`src/rtl/alu_flag_unit.sv`:
```
// Processor status flag register with per-bit ALU updates, a branch-condition evaluator
// behind a valid/ready result register, and a LIFO of saved flag sets for interrupts.
module alu_flag_unit #(
  parameter int SHADOW_DEPTH = 4,
  parameter bit BYPASS       = 1'b1
) (
  input  logic       clk,
  input  logic       reset_n,
  input  logic [4:0] flags_in,
  input  logic [4:0] flag_we,
  input  logic       cond_valid,
  input  logic [3:0] cond_code,
  output logic       cond_ready,
  output logic       taken_valid,
  output logic       taken,
  input  logic       taken_ready,
  input  logic       save,
  input  logic       restore,
  output logic [4:0] psr,
  output logic       stack_empty,
  output logic       stack_full,
  output logic       stack_err
);

  localparam int SPW  = $clog2(SHADOW_DEPTH + 1);
  localparam int IDXW = $clog2(SHADOW_DEPTH);

  logic [SPW-1:0]  sp;
  logic [4:0]      stackMem [SHADOW_DEPTH];
  logic [IDXW-1:0] pushIdx;
  logic [IDXW-1:0] popIdx;
  logic            doSave;
  logic            doRestore;
  logic            stackFault;
  logic [4:0]      effFlags;
  logic            condTrue;
  logic            accept;

  assign stack_empty = (sp == '0);
  assign stack_full  = (sp == SPW'(SHADOW_DEPTH));
  assign pushIdx     = sp[IDXW-1:0];
  assign popIdx      = IDXW'(sp - 1'b1);

  // Restore wins over save when both arrive together.
  assign doRestore  = restore & ~stack_empty;
  assign doSave     = save & ~restore & ~stack_full;
  assign stackFault = (restore & stack_empty) | (save & ~restore & stack_full);

  assign cond_ready = ~taken_valid | taken_ready;
  assign accept     = cond_valid & cond_ready;

  // A restore overwrites psr wholesale, so same-cycle ALU flags are never forwarded then.
  always_comb begin
    if (BYPASS && !restore) effFlags = (flag_we & flags_in) | (~flag_we & psr);
    else                    effFlags = psr;
  end

  always_comb begin
    logic fC, fL, fF, fZ, fN;
    {fC, fL, fF, fZ, fN} = effFlags;
    condTrue = 1'b0;
    case (cond_code)
      4'h0: condTrue = fZ;
      4'h1: condTrue = ~fZ;
      4'h2: condTrue = fC;
      4'h3: condTrue = ~fC;
      4'h4: condTrue = fL;
      4'h5: condTrue = ~fL;
      4'h6: condTrue = fN;
      4'h7: condTrue = ~fN;
      4'h8: condTrue = fF;
      4'h9: condTrue = ~fF;
      4'hA: condTrue = ~fL & ~fZ;
      4'hB: condTrue = fL | fZ;
      4'hC: condTrue = ~fN & ~fZ;
      4'hD: condTrue = fN | fZ;
      4'hE: condTrue = 1'b1;
      default: condTrue = 1'b0;
    endcase
  end

  always_ff @(posedge clk or negedge reset_n) begin
    if (!reset_n) begin
      psr       <= '0;
      sp        <= '0;
      stack_err <= 1'b0;
    end else begin
      if (doRestore) begin
        psr <= stackMem[popIdx];
        sp  <= sp - 1'b1;
      end else begin
        psr <= (flag_we & flags_in) | (~flag_we & psr);
        if (doSave) sp <= sp + 1'b1;
      end
      if (stackFault) stack_err <= 1'b1;
    end
  end

  // Saved flag sets are not cleared by reset; sp alone defines which entries are live.
  always_ff @(posedge clk) begin
    if (doSave) stackMem[pushIdx] <= psr;
  end

  always_ff @(posedge clk or negedge reset_n) begin
    if (!reset_n) begin
      taken_valid <= 1'b0;
      taken       <= 1'b0;
    end else if (accept) begin
      taken_valid <= 1'b1;
      taken       <= condTrue;
    end else if (taken_ready) begin
      taken_valid <= 1'b0;
    end
  end

endmodule

```
`config.mk`:
```
export PLATFORM = sky130hd
export DESIGN_NAME = alu_flag_unit
export DESIGN_NICKNAME = d
export VERILOG_FILES = /design/src/rtl/alu_flag_unit.sv
export SDC_FILE = /design/constraint.sdc
export NUM_CORES = 1
export LEC_CHECK = 0
export CAP_MARGIN = 10
export CORE_MARGIN = 4
export CORE_UTILIZATION = 56
export DETAILED_ROUTE_END_ITERATION = 7
export DONT_BUFFER_PORTS = 1
export PLACE_DENSITY = 0.74
export SLEW_MARGIN = 5
export SYNTH_ARGS = -nofsm -noshare
export SYNTH_HDL_FRONTEND = slang
export SYNTH_SLANG_ARGS = --single-unit
```
`constraint.sdc`:
```
create_clock -name clk -period 2.3 [get_ports clk]
set_clock_uncertainty 0.2 [all_clocks]
set_input_delay 0.46 -clock clk [delete_from_list [all_inputs] [get_ports clk]]
set_output_delay 0.46 -clock clk [all_outputs]
set_load 0.05 [all_outputs]
```
; Word level (Yosys, flattened, before mapping)
; Memories as Yosys holds them, arrays and structs flattened.
; Cells that the tools add are included.
[totals]
regBits = 11
ram_bits = 20
inputBits = 20
output_inout_bits = 11
memories = 1
[mem_list]
columns = name, depth, width, rd, rd_clocked_by_memory_dff, write_ports, line
row1 = stackMem, 4, 5, 1, 0, 1, 29  ; logic [4:0] stackMem [SHADOW_DEPTH];
[op_classes]
add_sub_neg = 2
n_eq_ne = 15
mux = 9
bitwise = 25
reduce_logical = 4
[op_table]
columns = operator, count
row1 = $eq A4 B4 Y1 const B, 7
row2 = $eq A4 B3 Y1 const B, 4
row3 = $pmux W1 S15, 1
row4 = $and A5 B5 Y5, 2
row5 = $mux W5, 2
row6 = $not A1 Y1, 9
row7 = $and A1 B1 Y1, 8
row8 = $eq A4 B2 Y1 const B, 2
row9 = $mux W3, 2
row10 = $not A5 Y5, 1
row11 = $or A5 B5 Y5, 1
row12 = $eq A4 B1 Y1 const B, 1
row13 = $logic_not A4 Y1, 1
row14 = $mux W1, 4
row15 = $or A1 B1 Y1, 4
row16 = $reduce_bool A2 Y1, 2
row17 = $add A3 B1 Y3 const B, 1
row18 = $eq A3 B3 Y1 const B, 1
row19 = $logic_not A3 Y1, 1
row20 = $sub A3 B1 Y3 const B, 1

; Depth between registers and ports, before layout
[logic_depth]
word_depth = 7
depth_mapped = 9

; Worst setup path before layout
; No wires, ideal clock.
[synth_path]
path_type = register to register
from = reg sp[0]
to = reg sp[2]
setup_ns = 0.128
arrival_time_ns = 2.441
slack_ns = -0.469
path_stages_with_launch = 9
synth_period_minus_slack_ns = 2.769
cell_sequence = dfrtp_1 -> clkbuf_1 -> inv_1 -> ha_1 -> ha_1 -> nor3b_1 -> and2_1 -> xnor2_1 -> mux2i_1
[synth_between]
elab_chain_len = 4
word_cells_on_any_way = 11
cone_classes = add/sub (2) / eq/ne (1) / mux (2) / bitwise (4) / reduce/logical (2)
[synth_lines]
columns = item, line
row1 = "start, declared", 28  ; logic [SPW-1:0] sp;
row2 = "start signal, assigned", 90  ; sp <= sp - 1'b1;
row3 = "start signal, assigned", 93  ; if (doSave) sp <= sp + 1'b1;
row4 = $eq A3 B3 Y1, 40  ; assign stack_full = (sp == SPW'(SHADOW_DEPTH));
row5 = named net stack_full, 21  ; output logic stack_full,
row6 = $not A1 Y1, 46  ; assign doSave = save & ~restore & ~stack_full;
row7 = $and A1 B1 Y1, 46
row8 = $reduce_bool A2 Y1 (no line), --
; The timed path passes the listed nets, and every way through them passes these cells. The select of a mux whose other input is x is not followed.
; A chain may end at the register's enable or synchronous reset.

; Worst setup path after layout
[layout_path]
from = reg sp[1]
to = reg sp[2]
[layout_between]
elab_chain_len = 4
word_cells_on_any_way = 11
cone_classes = add/sub (2) / eq/ne (1) / mux (2) / bitwise (4) / reduce/logical (2)
[layout_lines]
columns = item
row1 = "parallel branches: the longest is 4 deep, another holds $add A3 B1 Y3"
; Several ways; the timed one is not identified. The select of a mux whose other input is x is not followed.

==> metrics <==
maxcap violations 0; # setup viols final 0; Die ar. between 3000 and 4000 um2; Post-Syn Area approximately 1600 um2; crit path max fanout 7; setup slack after layout 173.8 ps; Least-Margin Pin Slew 631.8 ps; pre-CTS WS 187.5 ps; Final Hold Vio Count 0; Fill cells 216; DIE WIDTH 61.88 um; final cell count without fillers about 170; Synth Warn # 0; # DRC 0; Slew Viols, Final 0; Setup CP Type flip-flop to flip-flop; Antenna Cells 0; Primary FF master, synth edfxtp_1; Max IR drop VDD about 0.00084 V; initial core utilization 58.94%; RePlAce Congestion 0.7673; port bufs 0; largest net degree at the start of global routing 12; Tmin final 2126 ps; gr usage total 18.75%; Final ANT Viol Nets 0; post-CTS sizing 0; arrival time at the worst endpoint 2140 ps; Peak Freq 470.3 MHz; final setup TNS 0 ps; FP Rows 19; antenna violations before repair 0; Core Box Area 2758 um2; Synth Net Count 154; Final period util 92.44%; Startpoint Class flip-flop; Hold/Removal Path Class input pin to flip-flop; clock root buffer master clkbuf_4; share of layout cells above drive strength 1 19.29%; Slew headroom 57.88%; num ports 31; most common cell after layout, fill and taps aside edfxtp_1; placed cells 162; die height 61.88 um; status finished, final reports clean; grt ovf 0; sequential area share after synthesis 53.89%; CTS buffer count 5; Vias/cell 6.099; vias in the first global route between 900 and 1000; first-pass GRT wire length around 4900 um; P_leak 0.6832 nW; WL per Instance ~19 um; post-DP HPWL between 2000 and 2500 um; via count 1043; utilization after layout 64.52%; setup repair bufs after CTS 0; Clock Tree Buf Depth 2; Worst R2R Setup Slack 170 ps; RSZ-0062 raised after global routing no; commonest cells after routing, fill and taps aside edfxtp_1 (20), dfrtp_1 (11), buf_4 (10); number of synthesized flops with an enable pin 20; synthesis-stage register bit count 31; fin nets 165; # H-tree levels 2; post-synthesis cell type count 38; post-synthesis area per instance 12.70 um2; Clock Latency Late Sink between 300 and 400 ps; Synth Instances 128; Setup crit end kind flip-flop; CTS clk-pin slew, worst paths 90 ps; P&R area growth vs syn 9.469%; DRT iter0 DRCs 64; Worst EP required 2310 ps; Sink Count 31; drt total wl 3193 um; Pwr Density 1193 nW/um2; CTS tree yes; share of synthesized flip-flops with an asynchronous set or reset 35.48%; TritonRoute pass-1 iters 4
-- power by group --
part	switching, mW	internal (mW)	total, mW
combinational	0.558	0.366	0.924
clock	0.179	0.112	0.291
sequential	0.133	0.774	0.907
-- what timing repair did --
| action | in CTS | in global routing |
|---|---|---|
| hold buffers | 1 | 0 |
| endpoints found under the setup margin | 0 | 0 |
| endpoints found under the hold margin | 11 | 0 |
-- registers in the layout, summed over array words and instances (netlist names) --
name	cells
psr	5
stack_err	1
taken	1
stackMem	20
taken_valid	1
sp	3
-- area by class of cell --
class,instances,area [um2],share of cell area [%]
repair buffers,11,85.08,4.782
inverters,4,15.01,0.8439
flip-flops and latches,31,875.8,49.23
well taps,31,38.79,2.180
multi-input cells,86,711.9,40.01
clock inverters,3,15.01,0.8439
clock buffers,5,37.54,2.110
-- Yosys cell counts, types with 2 or more instances --
cell type | number | share of area, %
inv_1 | 4 | 0.92
a211o_1 | 3 | 1.6
o21ai_0 | 5 | 1.5
edfxtp_1 | 20 | 37
mux2i_1 | 9 | 5.5
buf_2 | 2 | 0.62
a31oi_1 | 2 | 0.77
nand2_1 | 9 | 2.1
nor2_1 | 6 | 1.4
nor3b_1 | 2 | 0.92
clkbuf_1 | 3 | 0.69
xnor2_1 | 2 | 1.1
dfrtp_1 | 11 | 17
a21oi_1 | 4 | 1.2
nand2b_1 | 4 | 1.5
nor3_1 | 2 | 0.62
mux4_2 | 5 | 6.9
ha_1 | 6 | 4.6
and2_1 | 4 | 1.5
nor2b_1 | 7 | 2.7
-- worst max-delay path: stages, from the launching register on --
cell	delay, ps
dfrtp_1	390
inv_1	90
ha_1	220
ha_2	200
nor3b_2	310
and2_1	360
xnor2_1	170
mux2i_1	80
-- per-stage QoR --
stage	hold WS (ps)	power, mW	instance area, um2
4_1_cts	45.42	2.148	1779
3_5_place_dp	-35.28	1.846	1717
6_report	54.50	2.122	1779
3_3_place_gp	-35.21	1.810	1717
2_1_floorplan	-35.59	1.601	1637
5_1_grt	39.33	2.261	1779
-- path summary, 6_finish.rpt --
kind	startpoint	to	cells past startpoint
max	sp[1]	sp[2]	7
max reg2reg	sp[1]	sp[2]	7
max in group asynchronous	reset_n	sp[1]	1
min reg2reg	sp[2]	sp[2]	2
min in group asynchronous	reset_n	psr[3]	1
min	cond_valid	taken_valid	1
-- metal layers --
metal | track usage (%) | wire (um) | up-vias | share of wire (%)
li1 | - | - | 496 | -
met1 | 25.00 | 1361 | 506 | 43
met2 | 29.30 | 1583 | 37 | 50
met3 | 5.372 | 213 | 4 | 6.7
met4 | 6.970 | 34 | 0 | 1.1
met5 | 0 | 0 | - | 0
-- kinds of logic (layout without fill, tap and decap cells) --
family	after synthesis	count (layout)	share of synthesized area, %
AOI/OAI and AO/OA	20	20	8.161
xor gates and xnor gates	2	2	1.078
adders and majority gates	6	6	4.619
buffers and inverters	11	23	2.925
DFF	31	31	53.89
muxes	16	16	14.70
and+or+nand+nor	42	42	14.63
Power figures use the tool's default switching activity.
==> patch 1 (config.mk and constraints unchanged) <==
`BYPASS`: 1'b1 -> 1'b0.
--- a/src/rtl/alu_flag_unit.sv
+++ b/src/rtl/alu_flag_unit.sv
@@ -2,7 +2,7 @@
 // behind a valid/ready result register, and a LIFO of saved flag sets for interrupts.
 module alu_flag_unit #(
   parameter int SHADOW_DEPTH = 4,
-  parameter bit BYPASS       = 1'b1
+  parameter bit BYPASS       = 1'b0
 ) (
   input  logic       clk,
   input  logic       reset_n,
Check against the original RTL: not equivalent (Yosys sat finds a counterexample within 4 cycles, from zero or initial values and one cycle with reset_n low).
==> patch 1 against the original RTL <==
Count of clock-buffer cells in the layout up 3. Routed wire length down 10%. Combinational power up 2.5%. Final area down 6.3%. Worst hold slack worse by 16 ps. Worst setup slack worse by 1.9 ps. Power up 0.90%. Global-route usage about the same. Sequential cell count unchanged. Synthesized cell count down 13%. Area after synthesis down 6.8%. Clock power about the same. Critical path depth down 3.
==> patch 1: results (changes against the original RTL) <==
status=finished clean; Final setup viols=0 (unchanged); Antenna Cells=0 (unchanged); placed inst area=0.00161 mm^2 (-6.3%); highest metal used=met4; Peak VDD IR=1.03 mV (+23%); gp weighted congestion=0.721 (-6.0%); Clock Latency Late Sink=330 ps; worst-case reg-to-reg path depth=7 (unchanged); drt first pass iters=4 (unchanged); crit-path max FO=3 (-4); ys flop type=edfxtp_1; number of CTS-inserted buffers=5 (unchanged); H-tree Lvls=2 (unchanged); metal3 WL=203 um (-4.7%); WL met2=1410 um (-11%); Pleak=0.649 nW (-5.0%); initial antenna violation count=0 (unchanged); via count=911 (-13%); sequential area share after synthesis=57.8% (+3.9 points); Resize count post-CTS=0 (unchanged); synth cell count leaders=edfxtp_1 (20), dfrtp_1 (11), nand2_1 (8); CTS Buffer Depth=2 (unchanged); Worst Tran Pin Value=583 ps (-49.0 ps); internal power=1.27 mW (+1.2%); synth top area cells=edfxtp_1 (40%), dfrtp_1 (18%), mux4_2 (7.4%); worst path arrival time=1470 ps (-670 ps); Nets=150 (-9.1%); syn_nets=137 (-11%); Synth cell types=33 (-13%); Wirelength per Cell=18.5 um (-0.87%); total global-route track usage=18.8% (+0.046 points); dpl hpwl=2170 um (-9.9%); Starting DRT DRC Count=42 (-34%); dpl ws=209 ps (+21.9 ps); share of cells above drive strength 1=23.2% (+3.9 points); vias in the first global route=968 (-2.5%); M1 wire length=1200 um (-12%); first-pass GRT wire length=4700 um (-4.6%)
[patch 1: cell count changes after synthesis, moves of 2 or more]
cell and change:
nor3b_2 +2, mux2i_1 -2, o22ai_1 +2, nor2b_1 -6, a211o_1 -2, a31oi_1 -2
o21ai_0 -4, xor2_1 +2, o21ai_1 +5
[patch 1: per-stage QoR]
step                      utilization [%]  setup TNS, ps  hold slack, ps  std cells  power, mW
after CTS                            66.1              0            33.3        155       2.16
after global routing                 66.1              0            31.0        155       2.28
after global placement               63.8              0           -35.2        146       1.83
final                                66.1              0            38.3        155       2.14
after floorplan                         -          -5.33           -35.6        111       1.60
after detailed placement             63.8              0           -35.2        146       1.86
[patch 1: cells by family after synthesis]
group / count (synthesis) / synth area share (%)
AOI/OAI and AO/OA: 17 / 7.60
xor gates and xnor gates: 5 / 2.89
adders and majority gates: 6 / 4.95
buffers and inverters: 11 / 3.55
DFF: 31 / 57.8
muxes: 12 / 12.1
and+or+nand+nor: 29 / 11.1
[patch 1: worst max-delay path, cell delays in order (launching register included)]
cell,delay (ps)
dfrtp_1,410
inv_1,100
ha_1,210
ha_2,210
buf_4,200
[patch 1: per-layer routing]
metal,vias up,GRT usage [%]
li1,432,-
met1,447,23.9
met4,0,8.54
met2,26,29.2
met3,6,6.05
met5,-,0
[patch 1: final timing paths]
| path | start | end | slack, ps |
|---|---|---|---|
| max | sp[1] | stack_full | 170 |
| min | cond_valid | taken_valid | 40 |
| max reg2reg | sp[1] | sp[2] | 180 |
| min reg2reg | sp[2] | sp[2] | 470 |
| max in group asynchronous | reset_n | taken | 1160 |
| min in group asynchronous | reset_n | asynchronous set/reset pin | 360 |
[patch 1: cell type report]
| type | count | area, um^2 |
|---|---|---|
| clock buffers | 8 | 48.8 |
| fillers | 191 | 855 |
| inverters | 4 | 15.0 |
| multi-input cells | 69 | 591 |
| flip-flops and latches | 31 | 876 |
| well taps | 30 | 37.5 |
| repair buffers | 13 | 100 |
[patch 1: repair_timing]
| item | in CTS | in global routing |
|---|---|---|
| hold buffers | 1 | 0 |
| setup buffers | 0 | 0 |
| setup endpoints to repair | 0 | 0 |
| endpoints found under the hold margin | 11 | 0 |
[patch 1: power groups by stage]
stage / registers, mW / clock network (mW) / logic, mW
after global routing: 0.921 / 0.329 / 1.03
after CTS: 0.906 / 0.298 / 0.958
after detailed placement: 0.918 / 0 / 0.946
after global placement: 0.909 / 0 / 0.922
after floorplan: 1.07 / 0 / 0.530
final: 0.903 / 0.291 / 0.947
==> patch 2 (config.mk and constraints unchanged) <==
Made on the original files. Put one more register stage on the output `stack_err`, without a reset. The value now appears one clock later. The other outputs are not delayed to match.
--- a/src/rtl/alu_flag_unit.sv
+++ b/src/rtl/alu_flag_unit.sv
@@ -24,6 +24,8 @@
 
   localparam int SPW  = $clog2(SHADOW_DEPTH + 1);
   localparam int IDXW = $clog2(SHADOW_DEPTH);
+
+  logic stack_err_s0;
 
   logic [SPW-1:0]  sp;
   logic [4:0]      stackMem [SHADOW_DEPTH];
@@ -83,7 +85,7 @@
     if (!reset_n) begin
       psr       <= '0;
       sp        <= '0;
-      stack_err <= 1'b0;
+      stack_err_s0 <= 1'b0;
     end else begin
       if (doRestore) begin
         psr <= stackMem[popIdx];
@@ -92,7 +94,7 @@
         psr <= (flag_we & flags_in) | (~flag_we & psr);
         if (doSave) sp <= sp + 1'b1;
       end
-      if (stackFault) stack_err <= 1'b1;
+      if (stackFault) stack_err_s0 <= 1'b1;
     end
   end
 
@@ -113,5 +115,9 @@
     end
   end
 
+  always_ff @(posedge clk) begin
+    stack_err <= stack_err_s0;
+  end
+
 endmodule
 
Formal check against the unedited RTL: not equivalent (Yosys sat finds a counterexample within 4 cycles, from zero or initial values and one cycle with reset_n low).
==> patch 2 against the original RTL <==
Power grew 1.9%. Area after synthesis grew 1.2%. Worst setup slack lost 21 ps. First-iteration DRC count grew 1.6%. Critical path depth shrank 3. Routed wire length grew 3.4%. Global-route usage shrank 0.37 points. Final area grew 1.1%. Utilization grew 0.12 points. Non-clock buffer count is the same. Sequential cell count grew 1. Largest cell class unchanged.
==> patch 2: results (changes against the original RTL) <==
worst path arrival time=1490 ps (-650 ps); compound-cell area share of the yosys netlist=8.06% (-0.099 points); via/cell ratio=6.15 (+0.85%); total global-route track usage=18.4% (-0.37 points); Worst path max stage delay=410 ps (+20 ps); RR Endpoint=stackMem[2][3]; Clock Latency Late Sink=330 ps; Post-Route WL=3300 um (+3.4%); metal3 WL=210 um (-1.4%); gp weighted congestion=0.855 (+11%); Wirelength per Cell=19.2 um (+2.8%); post-synthesis mux area share=14.5% (-0.18 points); adder-cell share of the synthesized area=4.56% (-0.056 points); Reg2Reg Setup Slack=190 ps (+20 ps); worst-case reg-to-reg path depth=5 (-2); placed inst area=0.00174 mm^2 (+1.2%); Clock power frac=14.3% (+0.6 points); final instance area=0.00180 mm^2 (+1.1%); Largest delay share family, worst path=adder cells; status=finished clean; crit-path max FO=3 (-4); Total Power=2.16 mW (+1.9%); Max Fclk=466 MHz (-0.97%); ys async rst share=34.4% (-1.1 points); share of cells above drive strength 1=19.9% (+0.57 points); Nets=166 (+0.61%); Synth cell types=39 (+2.6%); Pleak=0.695 nW (+1.7%); grt met2 use=27.1% (-2.2 points); WL met2=1600 um (+1.1%); Cells after DPL=163 (+0.62%); worst hold slack=33.1 ps (-21.4 ps); M1 wire length=1440 um (+6.0%); Slew HR=60.3% (+2.4 points); dpl ws=173 ps (-14.9 ps); ys flop type=edfxtp_1; Starting DRT DRC Count=65 (+1.6%); Post-Synth XOR/XNOR Area=1.06% (-0.013 points); Peak VDD IR=0.841 mV (+0.29%); combinational cell power=0.935 mW (+1%); met3 global-route usage=6.49% (+1.1 points); switching part of the total=40.9% (-0.087 points); first-pass GRT wire length=5460 um (+11%)
[patch 2: cell count changes after synthesis, sizes merged]
cell	before	now
dfxtp	0	1
[patch 2: area by class of cell]
type | count | share of cell area [%]
Sequential cell | 32 | 49.8
Clock inverter | 1 | 0.278
Multi-Input combinational cell | 86 | 39.7
Inverter | 4 | 0.835
Clock buffer | 7 | 2.51
Timing Repair Buffer | 11 | 4.73
Tap cell | 31 | 2.16
[patch 2: worst reg2reg max path: cells and delay by family, from the launching register on]
kind / cells / cell delay [ps]
buffers and inverters: 1 / 80
adder cells (fa/ha/maj): 2 / 420
flip-flops: 1 / 380
AND/OR/NAND/NOR: 2 / 700
[patch 2: worst max path at each step]
stage,startpoint,end,cells past startpoint
global placement,sp[1],sp[2],7
detailed placement,sp[1],sp[2],7
CTS,sp[1],sp[2],7
finish,sp[1],stack_full,4
global route,sp[1],stack_full,4
floorplan,sp[0],sp[2],8
